==> src/rtl/serial_add_pkg.sv <==
// Shared types and constants for the nibble-serial adder controller.
package serial_add_pkg;

  localparam int unsigned NibbleW    = 4;
  localparam int unsigned NibblesDef = 4;

  typedef enum logic [1:0] {
    StIdle,
    StRun,
    StDone
  } state_e;

endpackage

==> src/rtl/serial_add_ctrl_if.sv <==
// Operand/result handshake bundle for serial_add_ctrl.
// The sub port exists only when SERIAL_ADD_SUB_EN is defined.
interface serial_add_ctrl_if #(
  parameter int unsigned Width = 16
);
  logic             in_valid;
  logic             in_ready;
  logic [Width-1:0] a;
  logic [Width-1:0] b;
  logic             cin;
`ifdef SERIAL_ADD_SUB_EN
  logic             sub;
`endif
  logic             out_valid;
  logic             out_ready;
  logic [Width-1:0] sum;
  logic             cout;
  logic             ovf;

  modport master (
`ifdef SERIAL_ADD_SUB_EN
    output sub,
`endif
    output in_valid, a, b, cin, out_ready,
    input  in_ready, out_valid, sum, cout, ovf
  );

  modport slave (
`ifdef SERIAL_ADD_SUB_EN
    input  sub,
`endif
    input  in_valid, a, b, cin, out_ready,
    output in_ready, out_valid, sum, cout, ovf
  );

endinterface

==> src/rtl/rc_adder.sv <==
// 4-bit ripple-carry adder built from explicit full-adder gates.
// Also exposes the carry into the MSB so callers can derive signed overflow.
module rc_adder (
  input  logic [3:0] a_i,
  input  logic [3:0] b_i,
  input  logic       cin_i,
  output logic [3:0] sum_o,
  output logic       cout_o,
  output logic       c_msb_o
);
  logic [3:0] p;
  logic [3:0] g;
  logic       c1;
  logic       c2;
  logic       c3;

  assign p = a_i ^ b_i;
  assign g = a_i & b_i;

  assign c1 = g[0] | (p[0] & cin_i);
  assign c2 = g[1] | (p[1] & c1);
  assign c3 = g[2] | (p[2] & c2);

  assign sum_o   = p ^ {c3, c2, c1, cin_i};
  assign cout_o  = g[3] | (p[3] & c3);
  assign c_msb_o = c3;

endmodule

==> src/rtl/serial_add_ctrl.sv <==
// Nibble-serial adder: latches operands, adds one nibble per RUN cycle via rc_adder.
// Optional SERIAL_ADD_SUB_EN adds a sub input computing a + ~b + 1.
module serial_add_ctrl
  import serial_add_pkg::*;
#(
  parameter int unsigned NIBBLES = NibblesDef
) (
  input logic               clk,
  input logic               rst_n,
  serial_add_ctrl_if.slave  bus
);
  localparam int unsigned W    = NibbleW * NIBBLES;
  localparam int unsigned IdxW = (NIBBLES > 1) ? $clog2(NIBBLES) : 1;
  localparam logic [IdxW-1:0] LastIdx = IdxW'(NIBBLES - 1);

  state_e          state_q;
  logic [IdxW-1:0] idx_q;
  logic [W-1:0]    a_q;
  logic [W-1:0]    b_q;
  logic            carry_q;
  logic [W-1:0]    sum_q;
  logic            cout_q;
  logic            ovf_q;
  logic            in_ready_q;
  logic            out_valid_q;

  logic [W-1:0]    b_eff;
  logic            cin_eff;
  logic [3:0]      nib_a;
  logic [3:0]      nib_b;
  logic [3:0]      nib_s;
  logic            nib_co;
  logic            nib_c3;

  // Subtraction is folded in at acceptance: store ~b and force the initial carry to 1.
`ifdef SERIAL_ADD_SUB_EN
  assign b_eff   = bus.sub ? ~bus.b : bus.b;
  assign cin_eff = bus.sub ? 1'b1 : bus.cin;
`else
  assign b_eff   = bus.b;
  assign cin_eff = bus.cin;
`endif

  assign nib_a = a_q[idx_q*NibbleW +: NibbleW];
  assign nib_b = b_q[idx_q*NibbleW +: NibbleW];

  rc_adder u_rc_adder (
    .a_i     (nib_a),
    .b_i     (nib_b),
    .cin_i   (carry_q),
    .sum_o   (nib_s),
    .cout_o  (nib_co),
    .c_msb_o (nib_c3)
  );

  always_ff @(posedge clk or negedge rst_n) begin
    if (!rst_n) begin
      state_q     <= StIdle;
      idx_q       <= '0;
      a_q         <= '0;
      b_q         <= '0;
      carry_q     <= 1'b0;
      sum_q       <= '0;
      cout_q      <= 1'b0;
      ovf_q       <= 1'b0;
      in_ready_q  <= 1'b1;
      out_valid_q <= 1'b0;
    end else begin
      unique case (state_q)
        StIdle: begin
          if (bus.in_valid && in_ready_q) begin
            a_q        <= bus.a;
            b_q        <= b_eff;
            carry_q    <= cin_eff;
            idx_q      <= '0;
            in_ready_q <= 1'b0;
            state_q    <= StRun;
          end
        end
        StRun: begin
          sum_q[idx_q*NibbleW +: NibbleW] <= nib_s;
          carry_q                         <= nib_co;
          if (idx_q == LastIdx) begin
            cout_q  <= nib_co;
            ovf_q   <= nib_co ^ nib_c3;
            idx_q   <= '0;
            state_q <= StDone;
          end else begin
            idx_q <= idx_q + IdxW'(1);
          end
        end
        StDone: begin
          // First DONE cycle only raises out_valid; the handshake is taken from then on.
          if (!out_valid_q) begin
            out_valid_q <= 1'b1;
          end else if (bus.out_ready) begin
            out_valid_q <= 1'b0;
            in_ready_q  <= 1'b1;
            state_q     <= StIdle;
          end
        end
        default: state_q <= StIdle;
      endcase
    end
  end

  assign bus.in_ready  = in_ready_q;
  assign bus.out_valid = out_valid_q;
  assign bus.sum       = sum_q;
  assign bus.cout      = cout_q;
  assign bus.ovf       = ovf_q;

endmodule

==> src/flat_wrapper.sv <==
// flat-port wrapper written by rule: the top's interface ports become plain ports
module serial_add_ctrl_flat import serial_add_pkg::*;
#(
  parameter int unsigned NIBBLES = NibblesDef
)
  (clk, rst_n, bus_in_valid, bus_a, bus_b, bus_cin, bus_out_ready, bus_in_ready, bus_out_valid, bus_sum, bus_cout, bus_ovf);
  serial_add_ctrl_if #(.Width((4 * (4)))) bus_i ();
  input logic clk;
  input logic rst_n;
  input wire logic [$bits(bus_i.in_valid)-1:0] bus_in_valid;
  input wire logic [$bits(bus_i.a)-1:0] bus_a;
  input wire logic [$bits(bus_i.b)-1:0] bus_b;
  input wire logic [$bits(bus_i.cin)-1:0] bus_cin;
  input wire logic [$bits(bus_i.out_ready)-1:0] bus_out_ready;
  output wire logic [$bits(bus_i.in_ready)-1:0] bus_in_ready;
  output wire logic [$bits(bus_i.out_valid)-1:0] bus_out_valid;
  output wire logic [$bits(bus_i.sum)-1:0] bus_sum;
  output wire logic [$bits(bus_i.cout)-1:0] bus_cout;
  output wire logic [$bits(bus_i.ovf)-1:0] bus_ovf;
  assign bus_i.in_valid = bus_in_valid;
  assign bus_i.a = bus_a;
  assign bus_i.b = bus_b;
  assign bus_i.cin = bus_cin;
  assign bus_i.out_ready = bus_out_ready;
  assign bus_in_ready = bus_i.in_ready;
  assign bus_out_valid = bus_i.out_valid;
  assign bus_sum = bus_i.sum;
  assign bus_cout = bus_i.cout;
  assign bus_ovf = bus_i.ovf;
  serial_add_ctrl #(.NIBBLES(NIBBLES)) u_core (.clk(clk), .rst_n(rst_n), .bus(bus_i));
endmodule
==> config.mk <==
export PLATFORM = sky130hd
export DESIGN_NAME = serial_add_ctrl_flat
export DESIGN_NICKNAME = d
export VERILOG_FILES = /design/src/rtl/serial_add_pkg.sv /design/src/rtl/serial_add_ctrl_if.sv /design/src/rtl/rc_adder.sv /design/src/rtl/serial_add_ctrl.sv /design/src/flat_wrapper.sv
export SDC_FILE = /design/constraint.sdc
export NUM_CORES = 1
export LEC_CHECK = 0
export CAP_MARGIN = 25
export CORE_ASPECT_RATIO = 1.1
export CORE_MARGIN = 2
export CORE_UTILIZATION = 43
export DETAILED_ROUTE_END_ITERATION = 10
export GPL_ROUTABILITY_DRIVEN = 0
export PLACE_DENSITY = 0.69
export SLEW_MARGIN = 20
export SYNTH_ARGS = -nofsm -noshare
export SYNTH_HDL_FRONTEND = slang
export SYNTH_SLANG_ARGS = --single-unit
==> constraint.sdc <==
create_clock -name clk -period 7.1 [get_ports clk]
set_clock_uncertainty 0.1 [all_clocks]
set_input_delay 1.42 -clock clk [delete_from_list [all_inputs] [get_ports clk]]
set_output_delay 1.42 -clock clk [all_outputs]
set_load 0.005 [all_outputs]
---- Word level (Yosys, flattened, before mapping) ----
Index checks and enable logic that the tools add are counted.
storage, ports and cells
  input bits .............................. 37
  bits in registers ....................... 57
  logic and storage cells ................. 61
  output and inout port bits .............. 20
cells by class
  muxes and demuxes ....................... 17
  shifts and indexed selects .............. 4
  bitwise operators ....................... 12
  eq/ne operators ......................... 7
  reductions and logical operators ........ 9
  add/sub/neg operators ................... 2
operators by type and width
  cell                                                                      count
  4-bit negation with 34-bit output                                         1
  4-bit by 34-bit variable shift with 16-bit output (first input constant)  1
  4-bit by 34-bit variable part select with 16-bit output                   1
  16-bit by 5-bit variable part select with 4-bit output                    2
  16-bit bitwise mux                                                        1
  2-bit two-way mux                                                         6
  4-bit AND reduction                                                       2
  4-bit bitwise XOR                                                         2
  1-bit two-way mux                                                         6
  2-bit by 1-bit != test with 1-bit output (second input constant)          3
  2-bit case mux with 3 select lines                                        1
  2-bit AND reduction                                                       3
  1-bit bitwise AND                                                         4
  4-bit bitwise AND                                                         1
  2-bit equality test (second input constant)                               2
  1-bit bitwise OR                                                          4
  1-bit case mux with 2 select lines                                        2
  2-bit case mux with 2 select lines                                        1
  2-bit nonzero test                                                        2
  2-bit by 1-bit adder with 2-bit output (second input constant)            1
  2-bit by 1-bit equality test with 1-bit output (second input constant)    1
  2-bit logical NOT                                                         1
  2-bit != test (second input constant)                                     1
  1-bit logical AND                                                         1
  1-bit bitwise XOR                                                         1

---- Logic depth before layout (Yosys ltp) ----
Gate-level depths: netlist (run 1).
  depth after elaboration ................. 11
  depth in mapped cells ................... 11
  mapped depth without buffers ............ 9

---- Modules after synthesis ----
A second synthesis (run 1) with hierarchy kept.
second synthesis, totals
  cells, all modules ...................... 190
  area, all modules ....................... 2611.3 µm²
modules (own cells, without submodules)
  module           area each (µm²)  times used  cells an instance  seq. area each (µm²)
  serial_add_ctrl  2493.6           1           176                1427.6
  rc_adder         117.6            1           14                 0.0

---- Worst setup path before layout (run 1) ----
OpenSTA, ideal clock, no wires.
  kind .................................... register -> register
  from .................................... register u_core.idx_q[0]
  to ...................................... register u_core.carry_q
  setup slack ............................. 4.034 ns
  cell stages (with the launch flop) ...... 11
  setup time .............................. 0.126 ns
  clock period less this slack ............ 3.066 ns
  arrival ................................. 2.840 ns
  buffers on the path ..................... 2
  data required time ...................... 6.874 ns
  path through ............................ dfrtp_1 buf_2 buf_4 mux4_2 fa_1 inv_1 fa_1 fa_1 inv_1 fa_1 a221o_1
on the way
  longest elaborated chain between the ends .. 11
  elaborated cells between the ends (all ways) .. 13
  those cells by class .................... 2 x shift; 1 x mux; 10 x bitwise
RTL lines
  what                                                                       RTL line                                      source
  start, declared                                                            serial_add_ctrl.sv:17                         logic [IdxW-1:0] idx_q;
  start signal, assigned                                                     serial_add_ctrl.sv:89                         idx_q <= idx_q + IdxW'(1);
  16-bit by 5-bit variable part select with 4-bit output (on tied branches)  serial_add_ctrl.sv:44, serial_add_ctrl.sv:45
  4-bit bitwise XOR                                                          rc_adder.sv:17                                assign p = a_i ^ b_i;
  1-bit bitwise AND                                                          rc_adder.sv:20                                assign c1 = g[0] | (p[0] & cin_i);
  1-bit bitwise OR                                                           rc_adder.sv:20
  1-bit bitwise AND                                                          rc_adder.sv:21                                assign c2 = g[1] | (p[1] & c1);
  1-bit bitwise OR                                                           rc_adder.sv:21
  1-bit bitwise AND                                                          rc_adder.sv:22                                assign c3 = g[2] | (p[2] & c2);
  1-bit bitwise OR                                                           rc_adder.sv:22
  1-bit bitwise AND                                                          rc_adder.sv:25                                assign cout_o = g[3] | (p[3] & c3);
  1-bit bitwise OR (*)                                                       rc_adder.sv:25
  via u_core.nib_co                                                          serial_add_ctrl.sv:32                         logic nib_co;
  1-bit case mux with 2 select lines (*)                                     serial_add_ctrl.sv:69                         unique case (state_q)
  end signal, assigned                                                       serial_add_ctrl.sv:74                         carry_q <= cin_eff;
  end signal, assigned                                                       serial_add_ctrl.sv:82                         carry_q <= nib_co;
  end, declared                                                              serial_add_ctrl.sv:20                         logic carry_q;
The timed path passes the listed nets; every way through them passes the cells marked *.
A chain may end at the register's enable or synchronous reset.

---- Worst setup path after layout (run 1) ----
  from .................................... register u_core.idx_q[0]
  to ...................................... register u_core.sum_q[3], in the netlist u_core.bus.sum[3]
on the way
  longest elaborated chain between the ends .. 11
  elaborated cells between the ends (all ways) .. 15
  those cells by class .................... 1 x add/sub; 4 x shift; 1 x mux; 9 x bitwise
RTL lines
  what                                                                       RTL line                                      source
  16-bit by 5-bit variable part select with 4-bit output (on tied branches)  serial_add_ctrl.sv:44, serial_add_ctrl.sv:45
  4-bit bitwise XOR                                                          rc_adder.sv:17
  1-bit bitwise AND                                                          rc_adder.sv:20
  1-bit bitwise OR                                                           rc_adder.sv:20
  1-bit bitwise AND                                                          rc_adder.sv:21
  1-bit bitwise OR                                                           rc_adder.sv:21
  1-bit bitwise AND                                                          rc_adder.sv:22
  1-bit bitwise OR                                                           rc_adder.sv:22
  4-bit bitwise XOR                                                          rc_adder.sv:24                                assign sum_o = p ^ {c3, c2, c1, cin_i};
  4-bit by 34-bit variable part select with 16-bit output                    serial_add_ctrl.sv:81                         sum_q[idx_q*NibbleW +: NibbleW] <= nib_s;
  16-bit bitwise mux (*)                                                     serial_add_ctrl.sv:81
  end signal, assigned by index                                              serial_add_ctrl.sv:81
  end, declared                                                              serial_add_ctrl.sv:21                         logic [W-1:0] sum_q;
Every way passes the cells marked *; elsewhere a longest branch is shown, timed or not.

==> run_results.csv, run 1 <==
group,metric,value,unit
power,ir_worst_vdd,0.111,mV
floorplan,initial_core_util,44.5,%
cts,cts_buffers,9,
setup_path,start_kind,"register",
cts,cts_tree,"done",
placement,pre_cts_slack,3670,ps
setup_path,worstPathMaxFanout,17,
setup_path,slowest_stage,"dfrtp_1",
timing,setup_slack,3740,ps
synth,synth_cell_types,33,
route,drc,0,
layout,diodes,0,
setup_path,worstSetupEndpointType,"register",
route,first_pass_iters,4,
synth,syn-cell-area,0.00276,mm²
timing,worstMarginPinSlew,793,ps
synth,synth_most_common_cell,"dfrtp_1",
setup_path,critical_path_buf_inv_count,2,
timing,min_period,3360,ps
floorplan,io_pins,57,
timing,slew_headroom,47.1,%
timing,min_period_over_period,47.3,%
synth,postSynthAreaPerCell,15.3,µm²
cts,clock_latency,330,ps
synth,yosysTopAreaCell,"dfrtp_1",
layout,regArea,0.00143,mm²
floorplan,fp-row-count,30,
route,route.vias.total,1631,
setup_path,crit_family,"adder cells",
cts,clk_path_buf_depth,2,
synth,yosys_warnings,0,
timing,fmax,298,MHz
power,p_seq_share,51.1,%
setup_path,path_cells,"mux4_2 > fa_1 > inv_1 > fa_1 > fa_1 > inv_1 > fa_1 > a22o_1",
run,maxCapViolCount,0,
layout,nets,288,
synth,ys.flop_type,"dfrtp_1",
synth,synthArstFlopShare,100,%
synth,yosysSeqAreaShare,51.7,%
worst_hold_path,min_path_type,"reg2reg",
power,swShare,20.3,%
cts,post-cts-setup-buffer-count,0,
timing,rsz0062_at_grt,"no",
synth,synth_cells,180,
timing,drv_slew,0,
route,routed_wl,4960,µm
status,outcome,"complete, no violations",
cts,clkTransAtPathRegs,60,ps
power,p_switching,0.129,mW
timing,finalHoldViolations,0,
floorplan,dieHeight,88.0,µm
route,final_antenna_net_count,0,
layout,fillers,533,
layout,multi_input_area,0.00121,mm²
layout,drive_above_1_share,26.4,%
global_routing,grt_max_degree,58,
global_routing,grt_pass1_wl,8410,µm
global_routing,antenna_found_initial,0,
setup_path,worstSetupPathType,"reg2reg",
power,p_leak,1.60,nW
global_routing,grt.total_usage,16.1,%
synth,synth_edf_count,0,
power,pwr_density_cell,180,mW/mm²
global_routing,grt_overflow,0,
placement,portBuffers,56,
cts,cts-root-buf,"clkbuf_8",
setup_path,timing.critical_path.mode_cell,"fa_1",
cts,clkSinkCount,57,
setup_path,critPathRequiredTime,7220,ps
timing,setup_violations,0,
synth,ys_seq_elements,57,
route,viasPerCell,5.00,
power,cell_internal_pwr,0.507,mW
cts,ctsResizeCount,0,
power,p_comb_share,4.3,%
synth,synth_fp_nets,227,
power,clockPowerShare,44.6,%
cts,cts_max_level,3,
cts,hold_buffers,0,
layout,area_growth_syn_to_layout,28.2,%
placement,post-dp-hpwl,3580,µm
floorplan,die_area,0.00707,mm²
floorplan,die_w,80.4,µm
route,drt_iter0_drc,85,
setup_path,max_stage_delay,860,ps
global_routing,grt_pass1_vias,1728,
setup_path,crit_arrival,3480,ps
floorplan,core_area,0.00619,mm²
synth,synth_top_area_share,50.8,%
timing,tns,0,ps
synth,netlist_top_cells_area,"dfrtp_1 51%, mux2_4 15%, mux4_2 6.5%",
route,wl_per_cell,15.2,µm
synth,ys_top_cells_by_count,"56 x dfrtp_1, 27 x mux2_4, 12 x a22o_1",
==> state kept, by name, summed over array words and instances (netlist names), 2 cells and up <==
name	flops
u_core.a_q	16
u_core.b_q	16
u_core.bus.sum	16
u_core.idx_q	2
u_core.state_q	2
==> path summary, 6_finish.rpt <==
kind	startpoint	endpoint	slack, ps	cells past startpoint
min	u_core.bus.sum[1]	u_core.bus.sum[1]	380	2
max	u_core.idx_q[0]	u_core.bus.sum[3]	3740	8
min reg2reg	u_core.bus.sum[1]	u_core.bus.sum[1]	380	2
max reg2reg	u_core.idx_q[0]	u_core.bus.sum[3]	3740	8
max in group asynchronous	rst_n	u_core.a_q[9]	5310	2
min in group asynchronous	rst_n	u_core.state_q[1]	1130	2
==> final cells by class <==
cell class | instances | area share [%]
Clock buffer | 14 | 5.17
Clock inverter | 2 | 0.283
Inverter | 10 | 1.06
Multi-Input combinational cell | 105 | 34.1
Sequential cell | 57 | 40.4
Tap cell | 80 | 2.83
Timing Repair Buffer | 58 | 16.1
==> metal layers <==
layer | GRT usage, % | vias to the layer above | share of wire [%]
met5 | 0 | - | 0
met4 | 7.24 | 0 | 1.3
met3 | 5.05 | 6 | 5.0
met2 | 26.2 | 46 | 49
met1 | 19.6 | 802 | 45
li1 | - | 777 | -
==> tightest hold or removal path, delay by kind of cell, from the launching register on <==
kind / cells / cell delay (ps)
AO/OA/AOI/OAI: 1 / 60
AND/OR/NAND/NOR: 1 / 40
flip-flops: 1 / 340
==> logic make-up after synthesis <==
group | count (synthesis) | share of synthesized area [%]
flops | 57 | 51.7
mux | 41 | 23.7
simple gates | 29 | 6.76
compound gates | 24 | 7.07
buf+inv | 18 | 4.81
fa+ha+maj | 10 | 5.62
xor+xnor | 1 | 0.318
==> through the flow <==
stage                     cell area (µm²)  power (mW)  util, %  hold WS [ps]  instances
after floorplan                      2760       0.332        -           367        180
after global placement               3340       0.359     54.0           370        310
after detailed placement             3340       0.359     54.0           376        310
after CTS                            3540       0.646     57.1           391        326
after global routing                 3540       0.663     57.1           416        326
final                                3540       0.636     57.1           381        326
==> power by group through the flow <==
stage / sequential (mW) / clock (mW) / combinational (mW)
global placement: 0.331 / 0 / 0.0280
floorplan: 0.331 / 0 / 0.000959
CTS: 0.325 / 0.293 / 0.0283
finish: 0.325 / 0.284 / 0.0274
detailed placement: 0.331 / 0 / 0.0283
global route: 0.325 / 0.309 / 0.0300
==> cell usage in the layout, fill, tap and decap left out, types with 2 or more instances in the layout <==
cell,instances
nor3_1,2
inv_1,10
nand2_1,10
o41ai_1,2
clkdlybuf4s50_1,55
nand2b_1,3
o31ai_1,3
nand3b_1,6
fa_1,4
o21bai_1,2
clkinv_2,2
o21ai_0,3
buf_4,2
mux2_2,6
mux2_4,27
dfrtp_1,56
clkbuf_8,13
mux4_2,8
ha_1,6
a22o_1,12
Note: power is estimated with default switching activity, not from simulation.
==> run 2: changes to the inputs <==
Settings changed: PLACE_DENSITY 0.69 to 0.72.
Clock period 7.1 ns to 2.95 ns, I/O delays scaled along.
==> run 2 against run 1 <==
Die area unchanged. Count of clock-buffer cells in the layout down 3. Utilization up 0.65 points. Critical path type unchanged. Non-clock buffer count up 5. Sequential share of layout area down 0.42 points. Worst setup slack worse by 3600 ps. Final cell count up 1.2%. Critical path depth unchanged. Clock power up 140%. Largest cell class unchanged.
==> run_results.csv, run 2 (synthesis gave the netlist of run 1 again) <==
group,metric,value,unit
timing,slew_headroom,53.6,%
route,met3_length,288,µm
setup_path,crit_arrival,2940,ps
power,pwr_density_cell,424,mW/mm²
floorplan,die_w,80.4,µm
timing,finalHoldViolations,0,
route,wl_per_cell,15.7,µm
power,total_power,1.52,mW
floorplan,dieHeight,88.0,µm
cts,cts_max_level,3,
layout,layout_common_cells,"55 x clkdlybuf4s50_1, 55 x dfrtp_1, 27 x mux2_4, 12 x a22o_1",
route,wl_met2,2630,µm
timing,setup_violations,0,
route,final_antenna_net_count,0,
setup_path,worstPathMaxFanout,5,
timing,drv_slew,0,
global_routing,grt_overflow,0,
timing,rsz0062_at_grt,"no",
setup_path,worstSetupEndpointType,"register",
layout,diodes,0,
cts,post-cts-setup-buffer-count,0,
placement,post-dp-hpwl,3820,µm
timing,tns,0,ps
route,route.vias.total,1663,
route,drt_iter0_drc,73,
global_routing,grt_pass1_wl,8600,µm
layout,regArea,0.00143,mm²
layout,nets,293,
route,drc,0,
setup_path,critPathRequiredTime,3070,ps
cts,cts_tree,"done",
floorplan,fp-row-count,30,
power,ir_worst_vdd,0.222,mV
global_routing,grt.total_usage,16.6,%
layout,area_growth_syn_to_layout,29.6,%
timing,min_period_over_period,95.7,%
route,viasPerCell,5.04,
run,maxCapViolCount,0,
global_routing,antenna_found_initial,0,
layout,fillers,524,
global_routing,grt_max_degree,58,
global_routing,grt_pass1_vias,1798,
cts,clkTransAtPathRegs,60,ps
timing,worstMarginPinSlew,696,ps
floorplan,core_area,0.00619,mm²
cts,clk_path_buf_depth,2,
setup_path,start_kind,"register",
route,top_layer,"met4",
route,wl_met1,2180,µm
route,routed_wl,5170,µm
floorplan,die_area,0.00707,mm²
cts,clkSinkCount,57,
power,p_leak,1.61,nW
cts,cts_buffers,9,
floorplan,io_pins,57,
cts,clock_latency,330,ps
status,outcome,"complete, no violations",
placement,portBuffers,56,
floorplan,initial_core_util,44.5,%
worst_hold_path,min_path_type,"in2async",
layout,drive_above_1_share,28.4,%
route,first_pass_iters,4,
timing,holdWs,280,ps
layout,multi_input_area,0.00121,mm²
timing,fmax,354,MHz
cts,cts-root-buf,"clkbuf_8",
setup_path,worstSetupPathType,"reg2reg",
timing,min_period,2820,ps
run 2: cell count changes in the layout (fill, tap and decap cells not counted):
cell | previous run | this run
buf_4 | 2 | 6
clkbuf_8 | 13 | 9
fa_1 | 4 | 2
fa_2 | 0 | 2
buf_12 | 0 | 1
bufinv_16 | 0 | 1
clkbuf_1 | 1 | 2
clkinv_2 | 2 | 3
dfrtp_1 | 56 | 55
dfrtp_2 | 0 | 1
run 2: worst max-delay path: stages (launching register included):
cell and delay [ps]:
dfrtp_2 440, buf_4 180, mux4_2 320, inv_1 50, fa_1 450, fa_2 380, inv_1 90, fa_2 480
a22o_1 220
run 2: metrics by stage:
step	cell area (µm²)	setup WS, ps	util [%]	std cells
finish	3580	127	57.7	330
global route	3580	35.6	57.7	330
CTS	3570	54.8	57.7	330
detailed placement	3400	77.7	54.8	315
global placement	3400	133	54.8	315
floorplan	2770	27.9	-	180
run 2: what timing repair did:
item,in CTS,in global routing
resized for setup,0,2
hold buffers,0,0
endpoints found under the setup margin,0,5
run 2: path summary, 6_finish.rpt:
check | from | end | slack (ps) | cells past startpoint
min in group clk | u_core.bus.sum[5] | u_core.bus.sum[5] | 380 | 2
hold reg to reg | u_core.bus.sum[5] | u_core.bus.sum[5] | 380 | 2
max in group asynchronous | rst_n | u_core.idx_q[0] | 1960 | 2
setup / recovery | u_core.idx_q[0] | u_core.bus.sum[7] | 130 | 8
hold / removal | rst_n | u_core.bus.sum[1] | 280 | 2
setup reg to reg | u_core.idx_q[0] | u_core.bus.sum[7] | 130 | 8
run 2: final cells by class:
| class | count | share of cell area (%) |
|---|---|---|
| sequential | 57 | 40.0 |
| multi-input combinational | 105 | 33.9 |
| timing repair buffer | 63 | 17.4 |
| clock buffer | 11 | 3.67 |
| tap | 80 | 2.80 |
| clock inverter | 4 | 1.26 |
| inverter | 10 | 1.05 |
run 2: per-layer routing:
layer / up-vias / global-route usage (%)
li1: 790 / -
met1: 816 / 19.8
met2: 49 / 27.6
met3: 8 / 5.46
met4: 0 / 6.93
met5: - / 0
run 2: power by group:
part	internal, mW	switching [mW]
clock	0.381	0.289
combinational	0.0433	0.0221
sequential	0.782	0
total	1.21	0.311
